<file path="src/rtl/wdt_pkg.sv">
// rtl/wdt_pkg.sv - shared watchdog widths, state encoding and reset-time limits
package wdt_pkg;

  localparam int WIDTH = 4;

  typedef logic [WIDTH-1:0] size_t;

  typedef enum logic [1:0] {
    IDLE  = 2'd0,
    ARMED = 2'd1,
    WARN  = 2'd2,
    BITE  = 2'd3
  } state_t;

  localparam size_t DEF_WARN = size_t'(9);
  localparam size_t DEF_BITE = size_t'(5);

endpackage

</file>
<file path="src/rtl/wdt_counter.sv">
// rtl/wdt_counter.sv - saturating phase counter with limit compare
module wdt_counter
  import wdt_pkg::*;
(
  input  logic             i_clk,
  input  logic             i_rstn,
  input  logic             clear,
  input  logic             inc,
  input  logic [WIDTH-1:0] limit,
  output logic [WIDTH-1:0] count,
  output logic             at_limit
);

  // Saturation is only a safeguard: the controller clears on every limit match.
  always_ff @(posedge i_clk) begin
    if (!i_rstn) begin
      count <= '0;
    end else if (clear) begin
      count <= '0;
    end else if (inc && (count != '1)) begin
      count <= count + size_t'(1);
    end
  end

  assign at_limit = (count == limit);

endmodule

</file>
<file path="src/rtl/wdt_ctrl.sv">
// rtl/wdt_ctrl.sv - watchdog FSM sequencing arm, warn and bite phases
module wdt_ctrl
  import wdt_pkg::*;
(
  input  logic             i_clk,
  input  logic             i_rstn,
  input  logic             i_enable,
  input  logic             i_kick,
  input  logic             i_cfg_we,
  input  logic [WIDTH-1:0] i_warn_lim,
  input  logic [WIDTH-1:0] i_bite_lim,
  output logic [1:0]       o_state,
  output logic [WIDTH-1:0] o_count,
  output logic             o_warn,
  output logic             o_bite,
  output logic             o_cfg_err
);

  state_t state;
  size_t  warn_lim_r;
  size_t  bite_lim_r;
  size_t  limit;
  logic   clear;
  logic   inc;
  logic   at_limit;
  logic   cfg_ok;

  assign cfg_ok = (i_warn_lim != '0) && (i_bite_lim != '0);
  assign limit  = (state == ARMED) ? warn_lim_r : bite_lim_r;

  // The counter only advances on a quiet, enabled, non-matching cycle;
  // every other case in every state restarts the phase at zero.
  always_comb begin
    clear = 1'b1;
    inc   = 1'b0;
    case (state)
      ARMED, WARN: begin
        if (i_enable && !i_kick && !at_limit) begin
          clear = 1'b0;
          inc   = 1'b1;
        end
      end
      default: begin
      end
    endcase
  end

  always_ff @(posedge i_clk) begin
    if (!i_rstn) begin
      state      <= IDLE;
      warn_lim_r <= DEF_WARN;
      bite_lim_r <= DEF_BITE;
      o_cfg_err  <= 1'b0;
    end else begin
      o_cfg_err <= i_cfg_we && ((state != IDLE) || !cfg_ok);
      if (i_cfg_we && (state == IDLE) && cfg_ok) begin
        warn_lim_r <= i_warn_lim;
        bite_lim_r <= i_bite_lim;
      end
      case (state)
        IDLE: begin
          if (i_enable) state <= ARMED;
        end
        ARMED: begin
          if (!i_enable) state <= IDLE;
          else if (!i_kick && at_limit) state <= WARN;
        end
        WARN: begin
          if (!i_enable) state <= IDLE;
          else if (i_kick) state <= ARMED;
          else if (at_limit) state <= BITE;
        end
        default: state <= BITE;
      endcase
    end
  end

  wdt_counter u_counter (
    .i_clk    (i_clk),
    .i_rstn   (i_rstn),
    .clear    (clear),
    .inc      (inc),
    .limit    (limit),
    .count    (o_count),
    .at_limit (at_limit)
  );

  assign o_state = state;
  assign o_warn  = (state == WARN);
  assign o_bite  = (state == BITE);

endmodule
</file>
<file path="config.mk">
export PLATFORM = sky130hd
export DESIGN_NAME = wdt_ctrl
export DESIGN_NICKNAME = d
export VERILOG_FILES = /design/src/rtl/wdt_pkg.sv /design/src/rtl/wdt_counter.sv /design/src/rtl/wdt_ctrl.sv
export SDC_FILE = /design/constraint.sdc
export NUM_CORES = 1
export LEC_CHECK = 0
export CAP_MARGIN = 10
export CORE_MARGIN = 1
export CORE_UTILIZATION = 45
export CTS_CLUSTER_SIZE = 12
export DETAILED_ROUTE_END_ITERATION = 8
export GPL_ROUTABILITY_DRIVEN = 0
export GPL_TIMING_DRIVEN = 0
export PLACE_DENSITY = 0.75
export SYNTH_ARGS = -nofsm -noshare
export SYNTH_HDL_FRONTEND = slang
export SYNTH_SLANG_ARGS = --single-unit
export TNS_END_PERCENT = 100
</file>
<file path="constraint.sdc">
create_clock -name i_clk -period 2.5 [get_ports i_clk]
set_input_delay 0.25 -clock i_clk [delete_from_list [all_inputs] [get_ports i_clk]]
set_output_delay 0.25 -clock i_clk [all_outputs]
set_load 0.01 [all_outputs]
</file>
**Yosys cells after proc, flatten, opt, wreduce, memory -nomap -nowiden**

Index checks and enable logic that the tools add are counted.

- Bits in registers: 15
- Input port bits: 13

- Add/sub/neg operators: 1
- Equality and inequality tests: 8
- Muxes and demuxes: 12
- Bitwise operators: 1
- Reductions and logical operators: 19

Operators by type and width:

| cell | count |
|---|---|
| 2-bit two-way mux | 6 |
| 1-bit logical AND | 8 |
| 4-bit nonzero test | 2 |
| 2-bit one-hot mux with 3 select lines | 1 |
| 4-bit by 1-bit adder with 4-bit output, second input constant | 1 |
| 2-bit equality test, second input constant | 2 |
| 4-bit equality test | 1 |
| 1-bit two-way mux | 4 |
| 4-bit two-way mux | 1 |
| 4-bit by 3-bit != test with 1-bit output, second input constant | 1 |
| 4-bit != test, second input constant | 1 |
| 2-bit OR reduction | 2 |
| 1-bit logical NOT | 3 |
| 3-bit by 2-bit != test with 1-bit output, second input constant | 1 |
| 3-bit AND reduction | 1 |
| 2-bit by 1-bit equality test with 1-bit output, second input constant | 1 |
| 2-bit logical NOT | 1 |
| 2-bit != test, second input constant | 1 |
| 2-bit nonzero test | 1 |
| 1-bit logical OR | 1 |
| 1-bit NOT | 1 |

**Logic depth before layout (Yosys ltp)**

- Depth after elaboration: 8
- Gate-level depth with buffers: 8

**Modules after synthesis**

From an unflattened synthesis, not the netlist that was laid out.

- Cell total of the unflattened synthesis: 92
- Area total of the unflattened synthesis: 837.1 um^2

Modules (own cells, without submodules):

| module | times used | cells an instance | area an instance (um^2) | sequential area each (um^2) |
|---|---|---|---|---|
| wdt_ctrl | 1 | 66 | 605.6 | 220.2 |
| wdt_counter | 1 | 26 | 231.5 | 80.1 |

**Least setup slack after synthesis**

No wires, ideal clock.

- Kind: reg2reg
- From: reg state[1], in the netlist o_state[1]
- To: reg u_counter.count[2]
- Data arrival time: 1855 ps
- Data required time: 2422 ps
- Slack: 567 ps
- Stages on the path, launching flop included: 9
- Path buffers: 1
- Cells stage by stage: dfxtp_1 -> inv_1 -> ha_1 -> buf_6 -> mux2i_1 -> xnor2_1 -> nor4_2 -> or4_4 -> nor3_1

- Longest elaborated chain between the ends: 8

Ends and longest elaborated chain:

| what | RTL line | source |
|---|---|---|
| start, declared | wdt_ctrl.sv:19 | `state_t state;` |
| start signal, assigned | wdt_ctrl.sv:50 | `state <= IDLE;` |
| start signal, assigned | wdt_ctrl.sv:62 | `if (i_enable) state <= ARMED;` |
| start signal, assigned | wdt_ctrl.sv:65 | `if (!i_enable) state <= IDLE;` |
| 2-bit by 1-bit equality test with 1-bit output | wdt_ctrl.sv:29, wdt_ctrl.sv:36 |  |
| 4-bit two-way mux | wdt_ctrl.sv:29 | `assign limit = (state == ARMED) ? warn_lim_r : bite_lim_r;` |
| 4-bit equality test | wdt_counter.sv:25 | `assign at_limit = (count == limit);` |
| 1-bit logical NOT | wdt_ctrl.sv:38 | `if (i_enable && !i_kick && !at_limit) begin` |
| 1-bit logical AND | wdt_ctrl.sv:38 |  |
| 1-bit two-way mux | wdt_ctrl.sv:38 |  |
| 1-bit two-way mux | wdt_ctrl.sv:36 | `case (state)` |
| 2-bit OR reduction (no source line) or 1-bit logical AND (tied branches) | - |  |
| end signal, assigned | wdt_counter.sv:21 | `count <= count + size_t'(1);` |
| end, declared | wdt_counter.sv:10 | `output logic [WIDTH-1:0] count,` |

Parallel ways exist; a longest one is shown, timed or not.
A chain may end at the register's enable or synchronous reset.

**Worst setup path in the final report**

- From: reg state[1], in the netlist o_state[1]
- To: reg state[1], in the netlist o_state[1]

- Longest elaborated chain between the ends: 6

Ends and longest elaborated chain:

| what | RTL line | source |
|---|---|---|
| 2-bit by 1-bit equality test with 1-bit output | wdt_ctrl.sv:29, wdt_ctrl.sv:60 |  |
| 4-bit two-way mux | wdt_ctrl.sv:29 |  |
| 4-bit equality test | wdt_counter.sv:25 |  |
| 1-bit logical AND | wdt_ctrl.sv:66 | `else if (!i_kick && at_limit) state <= WARN;` |
| 3-bit by 2-bit != test with 1-bit output (no source line) | - |  |
| 3-bit AND reduction (no source line) | - |  |

Parallel ways exist; a longest one is shown, timed or not.

==> metrics.csv <==
stage;metric;value;unit
floorplanning;Starting Density;0.481;
drt;vias per cell;5.07;
clocking;CTS Hold Bufs;0;
run_status;status;complete, no violations;
synth;Synth top area share;0.361;
synth;most numerous cell in the Yosys netlist;dfxtp_1;
sta;Rel. slew slack;0.671;
layout;P&R area growth vs syn;32.2;%
placed_design;Post-DP HPWL;1310;microns
placed_design;placed insts;134;
layout;# fillers;158;
critical_path;worst path cell trace;inv_1 -> ha_1 -> buf_6 -> mux2i_1 -> xnor2_1 -> nor4_2 -> nor4b_2 -> o311a_1;
critical_path;crit path from;o_state[1];
clocking;Clock Root Buffer;clkbuf_4;
sta;final hold vios;0;
synth;flops & latches, synth;15;
drt;Pre-antenna DRT Iters;4;
drt;# DRC;0;
synth;cell area after synthesis;831;sq um
drt;drt total wl;1610;microns
synth;Mapped Nets;106;
critical_path;worst path arrival time;2290;ps
floorplanning;row cnt;15;
critical_path;Critical Path Max Stage Delay;400;ps
pwr;Leak Pwr;0.451;nW
global_route;total track usage;0.194;
pwr;Pwr Density;743;nW/um^2
critical_path;Levels on crit path;8;
synth;most frequent cells after synthesis;dfxtp_1, mux2i_1, nand2_1, nor2_1;
critical_path;Crit-path slowest cell;dfxtp_1;
clocking;TritonCTS sink count;15;
synth;number of synthesized flops with an enable pin;0;
critical_path;Worst Path Buf+Inv;2;
global_route;initial antenna violation count;0;
sta;measured slew at the worst slew-check pin;489;ps
critical_path;CP delay by family, top;simple AND/OR/NAND/NOR gates;
floorplanning;area of the core;1730;sq um
critical_path;CP max FO;8;
synth;syn_area_per_cell;9.44;sq um
clocking;Resize count post-CTS;0;
hold_path;Worst Hold Class;reg2reg;
global_route;first-pass GRT wire length;2750;microns
global_route;GRT busiest layer;met2;
pwr;maximum vdd drop;454;uV
critical_path;R2R Setup Slk;430;ps
global_route;Remaining Overflow, GRT;0;
floorplanning;DIE AREA;2020;sq um
global_route;GRT met2 Usage;0.307;
pwr;Design Power;816;uW
drt;DRT iter0 DRCs;16;
floorplanning;die width;45.0;microns
sta;Final Max Slew Viols;0;
clocking;CTS tree;yes;
sta;final setup TNS;0;ps
synth;Syn Inst Count;88;
floorplanning;IO Count;22;
critical_path;Crit Reg-Reg Endpoint;o_state[1];
sta;Setup Skew;7.92;ps
critical_path;CP endpoint;o_state[1];
global_route;vias in the first global route;637;
clocking;setup bufs post-CTS;0;
synth;Synth area leaders;dfxtp_1, mux2i_1, ha_1;
synth;sequential-to-total area share from yosys stat;0.361;
clocking;H-tree levels;1;
drt;Vias;699;
clocking;worst skew pair latency;280;ps
synth;yosys warns;0;
clocking;CTS clock-pin slew for the worst setup and hold paths;90;ps
global_route;grt met1 use;0.238;
layout;Final Net Count;132;
synth;Main synth FF type;dfxtp_1;
critical_path;startpoint types;flip-flop;
critical_path;crit path capture type;flip-flop;
clocking;clk buf depth;2;
synth;leading area contributor after synthesis;dfxtp_1;
floorplanning;Die H;45.0;microns
synth;Async SR Flop Fraction;0;
sta;Fmax;484;MHz
layout;share of post-route cells with drive strength above 1;0.0885;
critical_path;CP Class;reg2reg;
layout;ant diodes;0;
sta;Tcrit/Tclk final;0.827;
layout;Core Util, Final;0.636;
clocking;total CTS buffers;3;
placed_design;# port buffers;21;
placed_design;Post-DP Area;1070;sq um
layout;final instance area;1100;sq um
sta;crit path time final;2070;ps
drt;antenna-violating nets left;0;
sta;Final setup viols;0;
synth;post-synth cell types;28;
layout;fin cells;138;
global_route;M3 GR Usage;0.0720;
sta;RSZ-0062 raised after global routing;false;
global_route;largest net degree at the start of global routing;11;
critical_path;r2r startpoint;o_state[1];
run;maxcap violations;0;
critical_path;required time of the critical path;2730;ps
drt;DR WL/cell;11.6;microns
critical_path;R2R depth;8;
==> through the flow <==
step / hold WS, ps / setup WS [ps]
after floorplan: 364 / 567
after global placement: 458 / 476
after detailed placement: 468 / 427
after CTS: 488 / 401
after global routing: 504 / 271
final: 488 / 434
==> per-layer routing <==
layer  share of wire  vias to the layer above
li1                -                      364
met1            0.47                      317
met2            0.48                       18
met3           0.045                        0
met4               0                        0
met5               0                        -
==> worst register-to-register path, cell delays in order, from the launching register on <==
cell and delay [ps]:
dfxtp_1 400, inv_1 100, ha_1 200, buf_6 140
mux2i_1 180, xnor2_1 100, nor4_2 400, nor4b_2 310
o311a_1 190
==> state kept, by name, summed over array words and instances, names as in the netlist <==
name and count:
o_cfg_err 1, bite_lim_r 4, o_state 2, warn_lim_r 4
u_counter.count 4
==> cells in the final DEF, fill, tap and decap left out, types with 2 or more instances in the layout <==
cell and n:
nor2_1 7, nand3_1 3, nand2_1 9, inv_1 4, clkbuf_4 3, nor3_1 3, ha_1 5, dfxtp_1 15
clkdlybuf4s50_1 21, mux2i_1 13, xnor2_1 5, nor2b_1 5, nor4_1 2
==> how the worst min path moves through the flow <==
stage	from	end	slack (ps)	cells past startpoint
after floorplan	i_cfg_we	o_cfg_err	360	2
after global placement	bite_lim_r[0]	bite_lim_r[0]	460	2
after detailed placement	bite_lim_r[0]	bite_lim_r[0]	470	2
after CTS	bite_lim_r[0]	bite_lim_r[0]	490	2
after global routing	bite_lim_r[0]	bite_lim_r[0]	500	2
final	bite_lim_r[0]	bite_lim_r[0]	490	2
==> power by group <==
part | internal [mW] | total, mW | switching (mW)
combinational | 0.197 | 0.374 | 0.177
sequential | 0.275 | 0.306 | 0.0307
clock | 0.0620 | 0.137 | 0.0745
total | 0.533 | 0.816 | 0.283
==> layout make-up <==
class,count,area [sq um],area share
Buffer,2,16.3,0.0148
Clock buffer,4,26.3,0.0239
Inverter,4,15.0,0.0137
Multi-Input combinational cell,67,499,0.454
Sequential cell,15,300,0.273
Tap cell,25,31.3,0.0285
Timing Repair Buffer,21,210,0.191
==> logic make-up (layout without fill, tap and decap cells) <==
kind of cell,count (synthesis),count (layout),synth area share
and+or+nand+nor,36,36,0.242
DFF,15,15,0.361
muxes,14,14,0.170
AOI/OAI and AO/OA,7,7,0.0602
buffers and inverters,6,31,0.0376
adders and majority gates,5,5,0.0753
xor gates and xnor gates,5,5,0.0527
(Power assumes the default switching activity.)
